## src/rtl/mips_pkg.sv

```systemverilog
// Shared types and constants for the fetch PC redirect logic.
package mips_pkg;
  typedef enum logic {
    RUN   = 1'b0,
    FLUSH = 1'b1
  } redirect_state_t;

  localparam logic [31:0] PC_STEP            = 32'd4;
  localparam logic [31:0] DEFAULT_RESET_PC   = 32'h0000_0000;
  localparam logic [31:0] DEFAULT_EXC_VECTOR = 32'h0000_0080;
  localparam int          FLUSH_CNT_W        = 3;
endpackage

```

## src/rtl/redirect_fsm.sv

```systemverilog
// RUN/FLUSH sequencer that holds the flush pulses for FLUSH_CYCLES cycles after a redirect.
import mips_pkg::*;

module redirect_fsm #(
  parameter int FLUSH_CYCLES = 2
) (
  input  logic clk,
  input  logic rst,
  input  logic take,
  output logic flush_if_id,
  output logic flush_id_ex
);
  localparam logic [FLUSH_CNT_W-1:0] CNT_LOAD = FLUSH_CNT_W'(FLUSH_CYCLES - 1);

  redirect_state_t state;
  logic [FLUSH_CNT_W-1:0] cnt;

  always_ff @(posedge clk) begin
    if (rst) begin
      state       <= RUN;
      cnt         <= '0;
      flush_if_id <= 1'b0;
      flush_id_ex <= 1'b0;
    end else begin
      case (state)
        RUN: begin
          if (take) begin
            state       <= FLUSH;
            cnt         <= CNT_LOAD;
            flush_if_id <= 1'b1;
            flush_id_ex <= 1'b1;
          end
        end
        FLUSH: begin
          if (cnt != '0) begin
            cnt <= cnt - 1'b1;
          end else begin
            state       <= RUN;
            flush_if_id <= 1'b0;
            flush_id_ex <= 1'b0;
          end
        end
        default: begin
          state       <= RUN;
          flush_if_id <= 1'b0;
          flush_id_ex <= 1'b0;
        end
      endcase
    end
  end
endmodule

```

## src/rtl/pc_redirect_unit.sv

```systemverilog
// Fetch PC register and next-PC select with flush sequencing on taken branches.
// Optional taken-redirect counter enabled by defining REDIRECT_STATS_EN.
import mips_pkg::*;

module pc_redirect_unit #(
  parameter logic [31:0] RESET_PC     = DEFAULT_RESET_PC,
  parameter int          FLUSH_CYCLES = 2,
  parameter logic [31:0] EXC_VECTOR   = DEFAULT_EXC_VECTOR
) (
  input  logic        clk,
  input  logic        rst,
  input  logic        stall,
  input  logic        branch_valid,
  input  logic        branch_taken,
  input  logic [31:0] pc_branch_target,
  output logic [31:0] pc_if,
  output logic [31:0] pc_plus4,
  output logic        flush_if_id,
  output logic        flush_id_ex,
`ifdef REDIRECT_STATS_EN
  output logic [31:0] redirect_count,
`endif
  output logic        misalign_exc
);
  logic take;
  logic misaligned;

  // Flush outputs are high exactly while the sequencer is in FLUSH, so they double as its state.
  assign take       = branch_valid & branch_taken & ~flush_if_id;
  assign misaligned = |pc_branch_target[1:0];
  assign pc_plus4   = pc_if + PC_STEP;

  redirect_fsm #(
    .FLUSH_CYCLES(FLUSH_CYCLES)
  ) u_fsm (
    .clk        (clk),
    .rst        (rst),
    .take       (take),
    .flush_if_id(flush_if_id),
    .flush_id_ex(flush_id_ex)
  );

  always_ff @(posedge clk) begin
    if (rst) begin
      pc_if        <= RESET_PC;
      misalign_exc <= 1'b0;
    end else begin
      misalign_exc <= take & misaligned;
      if (take && misaligned) begin
        pc_if <= EXC_VECTOR;
      end else if (take) begin
        pc_if <= pc_branch_target;
      end else if (!stall) begin
        pc_if <= pc_plus4;
      end
    end
  end

`ifdef REDIRECT_STATS_EN
  always_ff @(posedge clk) begin
    if (rst) begin
      redirect_count <= '0;
    end else if (take && (redirect_count != 32'hFFFF_FFFF)) begin
      redirect_count <= redirect_count + 32'd1;
    end
  end
`endif
endmodule

```

## config.mk

```make
export PLATFORM = sky130hd
export DESIGN_NAME = pc_redirect_unit
export DESIGN_NICKNAME = d
export VERILOG_FILES = /design/src/rtl/mips_pkg.sv /design/src/rtl/redirect_fsm.sv /design/src/rtl/pc_redirect_unit.sv
export SDC_FILE = /design/constraint.sdc
export NUM_CORES = 1
export LEC_CHECK = 0
export ABC_AREA = 1
export CELL_PAD_IN_SITES_DETAIL_PLACEMENT = 0
export CELL_PAD_IN_SITES_GLOBAL_PLACEMENT = 1
export CORE_UTILIZATION = 29
export DETAILED_ROUTE_END_ITERATION = 10
export GPL_TIMING_DRIVEN = 0
export MAX_ROUTING_LAYER = met4
export PLACE_DENSITY = 0.9
export SETUP_SLACK_MARGIN = 0.4
export SLEW_MARGIN = 15
export SYNTH_ARGS = -nofsm -noshare
export SYNTH_HDL_FRONTEND = slang
export SYNTH_SLANG_ARGS = --single-unit
export TNS_END_PERCENT = 5
```

## constraint.sdc

```tcl
create_clock -name clk -period 2.2 [get_ports clk]
set_clock_uncertainty 0.15 [all_clocks]
set_input_delay 0.44 -clock clk [delete_from_list [all_inputs] [get_ports clk]]
set_output_delay 0.44 -clock clk [all_outputs]
set_load 0.1 [all_outputs]
```

# [Word-level counts from Yosys, hierarchy flattened]
# Cells that the tools add are included.
[classes] add_sub_neg=2 n_eq_ne=5 n_mux=12 bitwise=5 reduce_logical=6
[ops] operator="2-to-1 mux 32 bit" count=2
[ops] operator="adder 32 x 3 -> 32 bit, second input constant" count=1
[ops] operator="2-to-1 mux 8 bit" count=1
[ops] operator="2-to-1 mux 3 bit" count=2
[ops] operator="!= test 2 bit, second input constant" count=3
[ops] operator="case mux 3 bit (2 select lines)" count=1
[ops] operator="2-to-1 mux 1 bit" count=4
[ops] operator="case mux 1 bit (2 select lines)" count=2
[ops] operator="AND reduction 2 bit" count=2
[ops] operator="OR reduction 2 bit" count=2
[ops] operator="bitwise AND 1 bit" count=3
[ops] operator="!= test 3 x 1 -> 1 bit, second input constant" count=1
[ops] operator="nonzero test 3 bit" count=1
[ops] operator="subtractor 3 x 1 -> 3 bit, second input constant" count=1
[ops] operator="!= test 2 x 1 -> 1 bit, second input constant" count=1
[ops] operator="NOT 1 bit" count=2
[ops] operator="logical AND 1 bit" count=1
[totals] register_bits=38 in_bits=37 output_inout_bits=67 elab_cells=36

# [Longest topological paths before layout]
[depth] depth_word=4 ltp_mapped=10 ltp_nobuf=10

# [Hierarchy]
# Synthesis repeated with hierarchy kept, for this count alone.
[hier_totals] hier_cells=419 hier_area_um2=2580.0
[modules_own_cells] module="pc_redirect_unit" n_inst=1 cells_per_inst=388 area_each_um2=2328.5 seq_area_each_um2=660.6
[modules_own_cells] module="redirect_fsm" n_inst=1 cells_per_inst=31 area_each_um2=251.5 seq_area_each_um2=100.1

# [Worst setup path after synthesis]
# OpenSTA, ideal clock, no wires.
[synth_timing] path_kind="flip-flop to output port" startpoint="register pc_if[2]" endpoint="output port pc_plus4[15]" arrival_time_ps=3512 required_ps=1610 setup_slack_ps=-1902 stages_incl_launch_ff=6 n_path_buf=0 path_cell_list="dfxtp_1 -> inv_2 -> nor2_4 -> nand2_1 -> nor2_4 -> xor2_1"
[synth_via] elab_chain_len=1
[synth_lines] item="start: declaration" line="pc_redirect_unit.sv:16" text="output logic [31:0] pc_if,"
[synth_lines] item="start signal: assignment" line="pc_redirect_unit.sv:52" text="pc_if <= pc_branch_target;"
[synth_lines] item="start signal: assignment" line="pc_redirect_unit.sv:54" text="pc_if <= pc_plus4;"
[synth_lines] item="adder 32 x 3 -> 32 bit" line="pc_redirect_unit.sv:31" text="assign pc_plus4 = pc_if + PC_STEP;"
[synth_lines] item="end: declaration" line="pc_redirect_unit.sv:17" text="output logic [31:0] pc_plus4,"
# Every way passes these cells.

# [Worst setup path after layout]
[layout_timing] startpoint="register pc_if[2]" endpoint="output port pc_plus4[18]"
# Same word-level chain as after synthesis.

==> out/metrics.cfg <==
[run_status]
status = finished with violations
violations = setup timing

[worst_setup_path]
slowest_stage = dfxtp_4
end_kind = output port
crit_type = flip-flop to output port
cp-start-kind = flip-flop
path_delay_family = flip-flops
cpPeakStageDelay_ns = 0.39
worstPathCellList = ha_4 > nand2_4 > nor2_4 > nand2_4 > nor2_4 > buf_6 > xor2_4 > buf_12
arrival_ns = 1.75
crit_fanout = 4
worstPathRequired_ns = 1.61
cp.buffers_inverters = 2

[placed_design]
hpwl_um = 6718
routabilityCongestion = 0.8739
place_ws_ns = -0.9907
port_buffers = 103

[synth]
synth.most_common_cell = nand2_1
synth_common_cells = nand2_1 (132), inv_1 (54), nor2_1 (40)
syn_area_per_cell_um2 = 6.343
synth_edf_count = 0
synth_nets = 443
synth_cell_types = 31
yosysTopAreaCell = dfxtp_1
yosys_warnings = 0
synth_cells = 403
async_flop_share_pct = 0
synth-seq-cells = 38
synth_flop_cell = dfxtp_1
syn_area_um2 = 2556
netlist_top_cells_area = dfxtp_1 (30%), nand2_1 (19%), inv_1 (7.9%), nor2_1 (5.9%), a21oi_1 (3.7%)
synth_top_area_share_pct = 29.76
ys_seq_area_share_pct = 29.76

[route]
routed_wl_um = 9257
vias = 2998
dr.pass1.iters = 4
drt_iter0_markers = 131
vias_per_cell = 4.670
routedWlPerCell_um = 14.42
drtAntennaViolNets = 0
drc_errors = 0

[sta]
fmax_mhz = 427.2
max_slew_margin_pct = 35.76
tightestPinTransition_ns = 0.9674
report.final.slew_viol_count = 0
hold_viol = 0
period_share_pct = 106.4
setup_viol = 24
timing.hold.ws_ns = 0.3110
rsz0062_at_grt = true
min_period_ns = 2.341
tns_ns = -1.725
fin_ws_ns = -0.1408

[grt]
overflow = 0
grt_antenna_before_repair = 0
grt_max_degree = 13
grt_pass1_vias = 2876
grt_pass1_wl_um = 14160
grt_usage_pct = 20.92

[final_layout]
layout.area.seq_um2 = 838.3
drive_gt1_share_pct = 41.34
post-route-util_pct = 56.59
multi_input_comb_area_um2 = 1968
syn_to_final_growth_pct = 85.56
layout.nets = 576
n_antenna_cell = 0
fill_cells = 761

[clock_tree]
cts-buffers-inserted = 5
hold_buffers = 0
cts_root_buf = clkbuf_8
cts_tree = done
clk_path_buf_depth = 2
cts.sinks = 38
clock_latency_ns = 0.29
clk_pin_slew_ns = 0.08
htree_levels = 2

[floorplan]
die_h_um = 95.89
row_count = 33
start_util_pct = 30.50
fp.dieArea_um2 = 9194
core_um2 = 8382
pin_count = 104
die_w_um = 95.89

[pwr]
p_leak_nw = 2.032
power_density_nw_per_um2 = 504.4
irDropWorstVdd_v = 0.0002992

[min_path]
worstHoldPathType = flip-flop to flip-flop

[run]
cap_violations = 0

[through the flow]
stage                     power, mW  cell area, µm²  instances
after floorplan               1.462            2939        403
after global placement        1.708            4101        611
after detailed placement      1.712            4101        611
after CTS                     2.376            4547        632
after global routing          2.489            4743        642
final                         2.392            4743        642
[metal layers]
metal | GRT usage (%) | vias to the layer above | share of wire [%]
met3 | 3.081 | 6 | 5.3
li1 | - | 1518 | -
met1 | 26.27 | 1392 | 44
met5 | - | - | 0
met4 | 4.478 | 0 | 0.71
met2 | 35.60 | 82 | 50
[cells in the final DEF, fill, tap and decap left out, types with 4 or more instances in the layout]
cell type        instances
nand3_1                 15
buf_2                   23
nor2_1                  27
a22o_1                   4
inv_1                   52
dfxtp_2                 11
dfxtp_1                 10
clkdlybuf4s50_1         34
nand2_4                  7
o21ai_0                 17
nand2_1                109
o22ai_1                  4
xor2_4                  10
buf_12                  30
clkbuf_4                 5
dlygate4sd2_1            6
nand2_2                 24
nor2_2                  12
clkbuf_2                 4
xnor2_4                  5
clkbuf_8                 5
a31oi_1                  8
a21oi_1                 19
nor2_4                  12
buf_6                    4
dfxtp_4                 17
buf_4                   31
[path summary, 6_finish.rpt]
path / start / to / slack, ns / cells past startpoint
worst max-delay path: pc_if[2] / pc_plus4[18] / -0.14 / 8
worst min-delay path: u_fsm.state / u_fsm.flush_id_ex / 0.31 / 1
worst max register to register: pc_if[2] / pc_if[23] / 0.53 / 11
worst min register to register: u_fsm.state / u_fsm.flush_id_ex / 0.31 / 1
[layout make-up]
class	count	share of cell area, %
multi-input combinational	295	41.49
sequential	38	17.67
clock inverter	3	0.8441
timing repair buffer	126	28.78
buffer	13	2.216
clock buffer	5	1.451
inverter	57	4.774
tap	105	2.770
[flip-flops by register name, summed over array words and instances, names as in the netlist, named ones only]
| name | flops |
|---|---|
| u_fsm.state | 1 |
| u_fsm.flush_id_ex | 1 |
| misalign_exc | 1 |
| u_fsm.cnt | 3 |
| pc_if | 30 |
[cell families (layout without fill, tap and decap cells)]
| family | count (synthesis) | in the layout | share of synthesized area [%] |
|---|---|---|---|
| flip-flops | 38 | 38 | 29.76 |
| AND/OR/NAND/NOR | 217 | 217 | 37.79 |
| XOR/XNOR | 16 | 16 | 6.657 |
| AO/OA/AOI/OAI | 59 | 59 | 13.17 |
| buffers and inverters | 70 | 204 | 11.16 |
| adder cells (fa/ha/maj) | 3 | 3 | 1.469 |
[timing repair]
action,in CTS,in global routing
hold endpoints to repair,0,0
endpoints found under the setup margin,98,46
setup buffers,13,10
pin swaps,24,17
resized for setup,430,50
[power by group]
group	leakage (nW)	switching (mW)	total (mW)	internal [mW]
registers	0.327	0.0610	0.781	0.720
clock network	0.0579	0.262	0.596	0.334
logic	1.65	0.701	1.02	0.315
total	2.03	1.02	2.39	1.37
Note: power is estimated with default switching activity, not from simulation.
